[src/rtl/lid_motion_ctrl.sv]
// rtl/lid_motion_ctrl.sv - lid open/close sequencer driving the stepper interface
module lid_motion_ctrl #(
  parameter int unsigned STEP_TICKS   = 600002,
  parameter int unsigned TRAVEL_STEPS = 512,
  parameter int unsigned RAMP_STEPS   = 32,
  parameter int unsigned SETTLE_TICKS = 5000000,
  parameter logic        OPEN_DIR     = 1'b0,
  parameter int unsigned POS_W        = 12
) (
  input  logic             clk,
  input  logic             rst,
  input  logic             cmd_open,
  input  logic             cmd_close,
  input  logic             cmd_stop,
  output logic             motor_en,
  output logic             motor_dir,
  output logic [1:0]       motor_mode,
  output logic [POS_W-1:0] position,
  output logic             is_open,
  output logic             is_closed,
  output logic             busy,
  output logic             done
);

  localparam int unsigned TICK_W = (STEP_TICKS > 1) ? $clog2(STEP_TICKS) : 1;
  localparam int unsigned SETL_W = (SETTLE_TICKS > 1) ? $clog2(SETTLE_TICKS) : 1;

  localparam logic [TICK_W-1:0] TICK_LAST = TICK_W'(STEP_TICKS - 1);
  localparam logic [SETL_W-1:0] SETL_LAST = SETL_W'(SETTLE_TICKS - 1);
  localparam logic [POS_W-1:0]  POS_MAX   = POS_W'(TRAVEL_STEPS);
  localparam logic [POS_W-1:0]  RAMP_LO   = POS_W'(RAMP_STEPS);
  localparam logic [POS_W-1:0]  RAMP_HI   = POS_W'(TRAVEL_STEPS - RAMP_STEPS);

  typedef enum logic [1:0] {
    S_IDLE,
    S_OPENING,
    S_CLOSING,
    S_SETTLE
  } state_e;

  typedef enum logic [1:0] {
    P_NONE,
    P_OPEN,
    P_CLOSE
  } pend_e;

  state_e            state_q, state_d;
  pend_e             pend_q, pend_d;
  logic [POS_W-1:0]  pos_q, pos_d;
  logic [TICK_W-1:0] tick_q, tick_d;
  logic [SETL_W-1:0] settle_q, settle_d;

  logic       motor_en_q, motor_en_d;
  logic       motor_dir_q, motor_dir_d;
  logic [1:0] motor_mode_q, motor_mode_d;
  logic       busy_q, busy_d;
  logic       is_open_q, is_open_d;
  logic       is_closed_q, is_closed_d;
  logic       done_q, done_d;

  // Sequencer: command arbitration (stop > close > open), step counting and settle dwell.
  always_comb begin
    state_d  = state_q;
    pend_d   = pend_q;
    pos_d    = pos_q;
    tick_d   = tick_q;
    settle_d = settle_q;
    done_d   = 1'b0;

    unique case (state_q)
      S_IDLE: begin
        pend_d = P_NONE;
        if (cmd_stop) begin
          state_d = S_IDLE;
        end else if (cmd_close && (pos_q != '0)) begin
          state_d = S_CLOSING;
          tick_d  = '0;
        end else if (cmd_open && (pos_q != POS_MAX)) begin
          state_d = S_OPENING;
          tick_d  = '0;
        end
      end

      S_OPENING: begin
        if (cmd_stop || cmd_close) begin
          // Interruption discards the partial step; the lid is held where it is.
          state_d  = S_SETTLE;
          pend_d   = cmd_stop ? P_NONE : P_CLOSE;
          settle_d = '0;
        end else if (tick_q == TICK_LAST) begin
          tick_d = '0;
          pos_d  = pos_q + 1'b1;
          if (pos_d == POS_MAX) begin
            state_d = S_IDLE;
            done_d  = 1'b1;
          end
        end else begin
          tick_d = tick_q + 1'b1;
        end
      end

      S_CLOSING: begin
        if (cmd_stop || cmd_open) begin
          state_d  = S_SETTLE;
          pend_d   = cmd_stop ? P_NONE : P_OPEN;
          settle_d = '0;
        end else if (tick_q == TICK_LAST) begin
          tick_d = '0;
          pos_d  = pos_q - 1'b1;
          if (pos_d == '0) begin
            state_d = S_IDLE;
            done_d  = 1'b1;
          end
        end else begin
          tick_d = tick_q + 1'b1;
        end
      end

      S_SETTLE: begin
        if (cmd_stop) begin
          pend_d = P_NONE;
        end else if (cmd_close) begin
          pend_d = P_CLOSE;
        end else if (cmd_open) begin
          pend_d = P_OPEN;
        end
        if (settle_q == SETL_LAST) begin
          // A pending move already satisfied by the position resolves to IDLE.
          if ((pend_d == P_OPEN) && (pos_q != POS_MAX)) begin
            state_d = S_OPENING;
            tick_d  = '0;
          end else if ((pend_d == P_CLOSE) && (pos_q != '0)) begin
            state_d = S_CLOSING;
            tick_d  = '0;
          end else begin
            state_d = S_IDLE;
          end
          pend_d = P_NONE;
        end else begin
          settle_d = settle_q + 1'b1;
        end
      end

      default: begin
        state_d = S_IDLE;
        pend_d  = P_NONE;
      end
    endcase
  end

  // Output decode from next-state values so every output leaves a flop.
  always_comb begin
    motor_en_d   = (state_d == S_OPENING) || (state_d == S_CLOSING);
    motor_dir_d  = motor_dir_q;
    if (state_d == S_OPENING) begin
      motor_dir_d = OPEN_DIR;
    end else if (state_d == S_CLOSING) begin
      motor_dir_d = ~OPEN_DIR;
    end
    motor_mode_d = ((pos_d < RAMP_LO) || (pos_d > RAMP_HI)) ? 2'b00 : 2'b01;
    busy_d       = (state_d != S_IDLE);
    is_open_d    = (state_d == S_IDLE) && (pos_d == POS_MAX);
    is_closed_d  = (state_d == S_IDLE) && (pos_d == '0);
  end

  // State and output registers; reset defines the lid as closed.
  always_ff @(posedge clk or posedge rst) begin
    if (rst) begin
      state_q      <= S_IDLE;
      pend_q       <= P_NONE;
      pos_q        <= '0;
      tick_q       <= '0;
      settle_q     <= '0;
      motor_en_q   <= 1'b0;
      motor_dir_q  <= ~OPEN_DIR;
      motor_mode_q <= 2'b00;
      busy_q       <= 1'b0;
      is_open_q    <= 1'b0;
      is_closed_q  <= 1'b1;
      done_q       <= 1'b0;
    end else begin
      state_q      <= state_d;
      pend_q       <= pend_d;
      pos_q        <= pos_d;
      tick_q       <= tick_d;
      settle_q     <= settle_d;
      motor_en_q   <= motor_en_d;
      motor_dir_q  <= motor_dir_d;
      motor_mode_q <= motor_mode_d;
      busy_q       <= busy_d;
      is_open_q    <= is_open_d;
      is_closed_q  <= is_closed_d;
      done_q       <= done_d;
    end
  end

  assign motor_en   = motor_en_q;
  assign motor_dir  = motor_dir_q;
  assign motor_mode = motor_mode_q;
  assign position   = pos_q;
  assign busy       = busy_q;
  assign is_open    = is_open_q;
  assign is_closed  = is_closed_q;
  assign done       = done_q;

endmodule

[config.mk]
export PLATFORM = sky130hd
export DESIGN_NAME = lid_motion_ctrl
export DESIGN_NICKNAME = d
export VERILOG_FILES = /design/src/rtl/lid_motion_ctrl.sv
export SDC_FILE = /design/constraint.sdc
export NUM_CORES = 1
export LEC_CHECK = 0
export CAP_MARGIN = 20
export CORE_AREA = 2 2 128 80
export CTS_CLUSTER_DIAMETER = 40
export CTS_CLUSTER_SIZE = 30
export DETAILED_ROUTE_END_ITERATION = 10
export DIE_AREA = 0 0 130 82
export DONT_BUFFER_PORTS = 1
export PLACE_DENSITY = 0.7
export SLEW_MARGIN = 5
export SYNTH_ARGS = -nofsm -noshare
export SYNTH_HDL_FRONTEND = slang
export SYNTH_SLANG_ARGS = --single-unit
[constraint.sdc]
create_clock -name clk -period 6.6 [get_ports clk]
set_clock_uncertainty 0.15 [all_clocks]
set_input_delay 1.65 -clock clk [delete_from_list [all_inputs] [get_ports clk]]
set_output_delay 1.65 -clock clk [all_outputs]
set_load 0.02 [all_outputs]
==> results list, run 1 <==
* First DRT Iteration DRCs: about 460
- In this run, synthesis inferred 0 flip-flops with an integrated enable.
- Setup violations remaining at the end of the flow were counted as 0.
- The setup path with the least slack is of type reg2reg.
* Relative area change from synthesis to final layout: 7.48%
* Count of synthesis-stage warnings from yosys: 0
- Clk_lat worst skew: 340 ps
- Grouping stages by cell kind, the critical path spends the most delay in simple AND/OR/NAND/NOR gates.
- Dividing the detail-routed via count by the number of cells gives 6.54.
- Dividing the detail-routed wire length by the instance count gives 19.7 µm.
* Power per cell area: between 300 and 400 nW/µm²
* Source of the worst hold timing path: tick_q[11]
- STA classifies the critical path endpoint as a register.
* Maximum VDD drop: between 0.00015 and 0.0002 V
* Flip-flop cell with the highest count after synthesis: sky130_fd_sc_hd__dfrtp_1
- The number of clock buffers added by TritonCTS is 9.
* Share of the cycle needed by the critical path after routing: between 70% and 80%
* Post-route ant nets: 0
* Reported max-cap violation count: 0
* Peak fanout along the critical path: 10
- Die height: 82 µm
* Wire length of the first global-routing pass: 21.1 mm
* Outcome: complete, no violations
* Port bufs: 0
* CTS Hold Buffers Added: 0
- Leaving out filler cells and counting taps, the final layout contains between 600 and 700.
- Static power due to leakage: 0.00208 µW
- Setup repair after global routing left no endpoint under its margin.
* Routed wire length: 13.0 mm
- Tracing the worst setup path back leads to its startpoint at tick_q[15].
- The cell that appears most often on the critical path is sky130_fd_sc_hd__nand4_1.
* Syn Std Cell Area: 4680 µm²
* Layout Utilization: 52.6%
- Post-synth net total: 563
- The number of setup buffers added after CTS is 0.
* Start of the worst register-to-register path: tick_q[15]
* TritonCTS clock tree: built
* Share of synthesized area occupied by flip-flops and latches: 35.3%
- Averaged over all synthesized cells, the footprint is 8.61 µm².
- For this design, the slowest cell found on the critical path is sky130_fd_sc_hd__nor4_2.
- For this run, the slowest stage of the critical path takes 910 ps.
- The H-tree generated during clock tree synthesis spans 3 levels.
- Minimum clock period: 4790 ps
- Gates resized during post-CTS repair numbered 0.
* I/O Pins: 25
- Critical path, cell by cell: nand4bb_1, nor4_2, nand3_1, nor4_1, nand4_1, a31o_2, a221oi_1, ha_1, nand4_1, or4_4, nor3_1
* Effective utilization at floorplan: roughly half
- After synthesis, the share of flip-flops with an asynchronous set or reset is between 90% and 100%.
- STA puts the critical path data required time at between 6000 and 7000 ps.
- Post-detailed-placement half-perimeter wirelength: 9.02 mm
* Num Clock Sinks: 66
- Total Nets Final: between 500 and 600
* Clock transition at the register clock pins on the worst setup and hold paths after CTS: 60 ps
* Setup Total Neg Slack: 0 ps
- Width of the chip: 130 µm
- Max Fclk: about 0.21 GHz
- Gate Count Post-Synth: about 540
- Routability-driven placement congestion ratio: 0.977
* Worst slew margin: 32.9%
* Slew at the pin closest to its max-slew limit: 998 ps
- For this run, design rule violations remaining after detail routing come to 0.
* Total count of max-transition violations in the final report: 0
- The detailed router placed 4311 vias in this run.
- Maximum number of pins on one net before global-route repair: 67
* Critical path data arrival time: slightly below 5000 ps
* Number of storage elements in the synthesis netlist: 66
* Number of different library cells in the post-synthesis netlist: 75
- Final hold violation count: 0
- Of the cells placed in the final design, the portion with a size suffix greater than 1 is around 9.9%.
- The via count of the first global-routing pass came to about 4000.
- The die covers approximately 11000 µm².
- Root buffer selected by CTS: sky130_fd_sc_hd__clkbuf_16
- Global routing usage summed across all routing layers: 25.9%
* Startpoint type of the worst setup path: register
- The longest clock path from root to sink contains 2 buffers.
* Std cell rows: 28
* Hold Crit Class: reg2reg
* Number of search-and-repair iterations in the first detailed-routing pass: 5
- In this run the standard cell core region covers roughly 9600 µm².
- Counting both buffers and inverters, the worst setup path holds a total of 0.
- Initial antenna violation count: 0
- 0 antenna diodes ended up in the layout.
- Gr ovfl total: 0
- Once placement completed, the tool counted placed cells totaling 642.
final cells by class:
cell class,count,area [µm²]
Tap cell,135,169
Inverter,21,78.8
Multi-Input combinational cell,416,2770
Clock inverter,5,77.6
Sequential cell,66,1650
Fill cell,870,4530
Clock buffer,11,243
Timing Repair Buffer,5,38.8
placed cells by master (no fill, tap or decap), types with 14 or more instances in the layout:
master | netlist | final
sky130_fd_sc_hd__nor3_1 | 14 | 14
sky130_fd_sc_hd__a21oi_1 | 17 | 17
sky130_fd_sc_hd__nor4_1 | 18 | 18
sky130_fd_sc_hd__xor2_1 | 20 | 20
sky130_fd_sc_hd__nand4_1 | 20 | 20
sky130_fd_sc_hd__nand3_1 | 35 | 35
sky130_fd_sc_hd__ha_1 | 14 | 14
sky130_fd_sc_hd__and3_1 | 14 | 14
sky130_fd_sc_hd__o31ai_1 | 15 | 15
sky130_fd_sc_hd__o21ai_0 | 33 | 33
sky130_fd_sc_hd__nand2_1 | 33 | 33
sky130_fd_sc_hd__inv_1 | 21 | 20
sky130_fd_sc_hd__dfrtp_1 | 64 | 64
sky130_fd_sc_hd__nor2_1 | 41 | 41
where the power goes:
group | internal (µW) | switching (µW)
clock | 340 | 181
combinational | 258 | 553
sequential | 458 | 102
total | 1060 | 836
logic make-up after synthesis:
logic type | synth area share, %
adder cells (fa/ha/maj) | 3.74
buffers and inverters | 5.48
flip-flops | 35.3
AO/OA/AOI/OAI | 18.8
other | 0.0801
XOR/XNOR | 4.86
multiplexers | 2.00
AND/OR/NAND/NOR | 29.7
registers in the layout (all words and copies together), names as in the netlist:
name        cells
motor_dir       1
pend_q          2
state_q         2
position       12
is_closed       1
motor_mode      1
tick_q         20
busy            1
settle_q       23
is_open         1
motor_en        1
done            1
synth_stat cells, types with 15 or more instances:
cell | instances | area (µm²)
sky130_fd_sc_hd__nand2_1 | 33 | 124
sky130_fd_sc_hd__nor4_1 | 18 | 113
sky130_fd_sc_hd__o31ai_1 | 15 | 113
sky130_fd_sc_hd__dfrtp_1 | 64 | 1600
sky130_fd_sc_hd__nand3_1 | 35 | 175
sky130_fd_sc_hd__xor2_1 | 20 | 175
sky130_fd_sc_hd__a21oi_1 | 17 | 85.1
sky130_fd_sc_hd__inv_1 | 21 | 78.8
sky130_fd_sc_hd__nor2_1 | 41 | 154
sky130_fd_sc_hd__nand4_1 | 20 | 125
sky130_fd_sc_hd__o21ai_0 | 33 | 165
sky130_fd_sc_hd__clkbuf_1 | 30 | 113
stage by stage:
| step | area, µm² | worst slack, ps | power [µW] | hold slack, ps |
|---|---|---|---|---|
| finish | 5030 | 1810 | 1890 | 366 |
| global placement | 4700 | 2220 | 1330 | 342 |
| CTS | 5030 | 1880 | 1880 | 370 |
| floorplan | 4680 | 2340 | 1140 | 317 |
| detailed placement | 4710 | 1900 | 1350 | 362 |
| global route | 5030 | 1440 | 2010 | 390 |
path summary, 6_finish.rpt:
kind,end,slack [ps],cells past startpoint
worst min register to register,tick_q[11],370,1
worst max-delay path,is_closed,1810,11
min in group asynchronous,position[5],1290,2
worst min-delay path,tick_q[11],370,1
max in group asynchronous,position[0],4450,2
worst max register to register,is_closed,1810,11
routing by layer:
layer  GRT usage (%)  part of all wire [%]  up-vias
li1                -                     -     1987
met1            36.6                    45     2062
met2            37.5                    42      233
met3            8.27                    10       29
met4            8.49                   2.2        0
met5               0                     0        -
Note: power is estimated with default switching activity, not from simulation.
==> inputs of run 2 (changes only) <==
--- a/config.mk
+++ b/config.mk
@@ -12,7 +12,7 @@
 export DETAILED_ROUTE_END_ITERATION = 10
 export DIE_AREA = 0 0 130 82
 export DONT_BUFFER_PORTS = 1
-export PLACE_DENSITY = 0.7
+export PLACE_DENSITY = 0.72
 export SLEW_MARGIN = 5
 export SYNTH_ARGS = -nofsm -noshare
 export SYNTH_HDL_FRONTEND = slang
==> constraint.sdc (replaced) <==
create_clock -name clk -period 4.15 [get_ports clk]
set_clock_uncertainty 0.15 [all_clocks]
set_input_delay 1.0375 -clock clk [delete_from_list [all_inputs] [get_ports clk]]
set_output_delay 1.0375 -clock clk [all_outputs]
set_load 0.02 [all_outputs]
==> run 2 against run 1 <==
Register-to-register slack got worse by 1600 ps. Via count increased by 2.9%. Routed wire length increased by 8.7%. Clock power increased by 40%. Largest cell class unchanged. Total power increased by 60%.
==> results list, run 2 (synthesis results as in run 1) <==
* Most frequent standard cell in the layout excluding fill and tap cells: sky130_fd_sc_hd__dfrtp_1
* Gr ovfl total: 0
- Setup repair after global routing left no endpoint under its margin.
* Proportion of total power due to net switching: around 45%
* Minimum clock period: 3940 ps
- STA puts the critical path data required time at 4250 ps.
- Reported max-cap violation count: 0
- Summed over all layers, the routed wires come to 14.1 mm.
- Slew at the pin closest to its max-slew limit: 946 ps
* Area after DPL: 4910 µm²
* Post-route ant nets: 0
* H-tree levels: 3
- Static power due to leakage: ~0.0022 µW
* Power per cell area: slightly below 600 nW/µm²
- In the final layout, the share of cells above drive strength 1 is 14.2%.
- Max FFs per register: 23
- After detailed routing, the number of remaining DRC violations is 0.
* Floorplan Core Area: 9560 µm²
* Port bufs: 0
* Clock transition at the register clock pins on the worst setup and hold paths after CTS: 60 ps
* Gate family responsible for the most delay along the worst path: simple AND/OR/NAND/NOR gates
* Number of search-and-repair iterations in the first detailed-routing pass: 5
- Endpoint kind of the worst setup timing path: register
- The startpoint identified for the worst register-to-register timing path is position[1].
* Biggest cell delay along the critical path: 520 ps
* P_int: 1680 µW
* Startpoint type of the worst setup path: register
* Total count of max-transition violations in the final report: 0
* Maximum VDD drop: 0.000525 V
- TritonCTS built the clock tree.
- Reg power frac: 28.4%
- Detailed placement finished with a half-perimeter wire length of 9.97 mm.
- WL/cell: 20.6 µm
- The first global-routing pass estimated 22.6 mm of wire.
* Final Instance Area: 5200 µm²
* Register ranked first by flip-flop count: settle_q
- The number of antenna diodes in the final layout is 0.
- The die covers roughly 11000 µm².
- The clock drives 66 sinks.
* Worst path bufs/invs: 1
- Routability-driven placement congestion ratio: 0.985
- The routed layout has 4437 vias.
- Entering global routing, the biggest net connects 41 pins.
* Clk_lat worst skew: 340 ps
- Avg Vias per Cell: 6.47
- Static timing analysis puts the maximum clock frequency at 0.254 GHz.
* Hold Crit Class: reg2reg
- Worst slew margin: 36.5%
- The completed layout was analyzed and its total power is 3020 µW.
- The number of gates resized after CTS was 0.
* Source of the worst hold timing path: tick_q[19]
- Critical path, cell by cell: inv_1, ha_1, or3b_2, nor4_1, nor3_1, mux2_2, a21oi_1, nor2_1, a221oi_1, ha_1, nand4_1, or4_4, nor3_2
* Clk pwr share: 24.0%
- The critical path starts at position[1].
* Kind of critical path: reg2reg
- Std cell rows: 28
* Peak fanout along the critical path: 7
* Setup Total Neg Slack: 0 ps
- The library cells used most frequently in the layout, excluding fill and tap cells, are 64 x sky130_fd_sc_hd__dfrtp_1, 41 x sky130_fd_sc_hd__nor2_1, 35 x sky130_fd_sc_hd__nand3_1.
- Critical path data arrival time: 4040 ps
- The clock passes through at most 2 buffers.
- Initial antenna violation count: 0
* Relative area change from synthesis to final layout: 11.1%
- Outcome: complete, no violations
* Post-CTS Setup Inserts: 0
- The root buffer cell chosen for the clock tree is sky130_fd_sc_hd__clkbuf_16.
- Sw power: 1350 µW
* Total Nets Final: ~570
- Share of the cycle needed by the critical path after routing: 94.9%
* Width of the chip: 130 µm
* First DRT Iteration DRCs: 407
- The filler cells instantiated in the layout total between 900 and 1000.
- Combinational cells account for around 48% of the total power.
* CTS Hold Buffers Added: 0
* Effective utilization at floorplan: 49.0%
- Among the stages of the critical path, the cell type that occurs most often is sky130_fd_sc_hd__ha_1.
* Total clock buffers created by CTS: 9
* Final hold violation count: 0
- Die height: 82 µm
- Slowest cell on the critical path: sky130_fd_sc_hd__or3b_2
- In this run the count of I/O pins placed on the die edge is 25.
- Global routing used about 28% of the available tracks across all layers.
- The via count of the first global-routing pass is around 4100.
- Setup violations, final: 0
==> run 2: cell count changes in the layout (fill, tap and decap cells not counted), sizes merged <==
cell,change
bufinv,-2
clkinv,-1
clkdlybuf4s15,-1
clkbuf,+3
buf,+28
==> run 2: metal layers <==
layer  global-route usage [%]  wire, µm
met1                     40.1      6710
met5                        0         0
met4                     9.03       186
met3                     7.62      1180
met2                     40.9      6060
==> run 2: final cells by class <==
cell class / instances / area (µm²) / share of cell area, %
well taps: 135 / 169 / 3.25
clock inverters: 2 / 12.5 / 0.241
clock buffers: 14 / 274 / 5.27
repair buffers: 32 / 240 / 4.62
multi-input cells: 416 / 2770 / 53.3
inverters: 21 / 78.8 / 1.52
flip-flops and latches: 66 / 1650 / 31.8
==> run 2: final timing paths <==
| path | end | slack, ps | cells past startpoint |
|---|---|---|---|
| min in group asynchronous | settle_q[11] | 620 | 1 |
| min reg2reg | tick_q[19] | 370 | 1 |
| max reg2reg | is_open | 210 | 13 |
| min | tick_q[19] | 370 | 1 |
| max in group asynchronous | motor_dir | 2420 | 2 |
| max | is_open | 210 | 13 |
==> run 2: power by group through the flow <==
stage	Combinational [µW]	Sequential (µW)	Clock, µW
after global placement	1370	863	0
after CTS	1410	854	738
after global routing	1560	869	763
after detailed placement	1390	863	0
after floorplan	979	838	0
final	1440	858	726
==> run 2: metrics by stage <==
step,setup WS [ps],hold slack [ps],utilization [%],cells
after floorplan,346,317,-,544
after global placement,477,341,51.4,670
after detailed placement,340,357,51.4,670
after CTS,312,364,54.4,686
after global routing,66.5,401,54.4,686
final,211,367,54.4,686
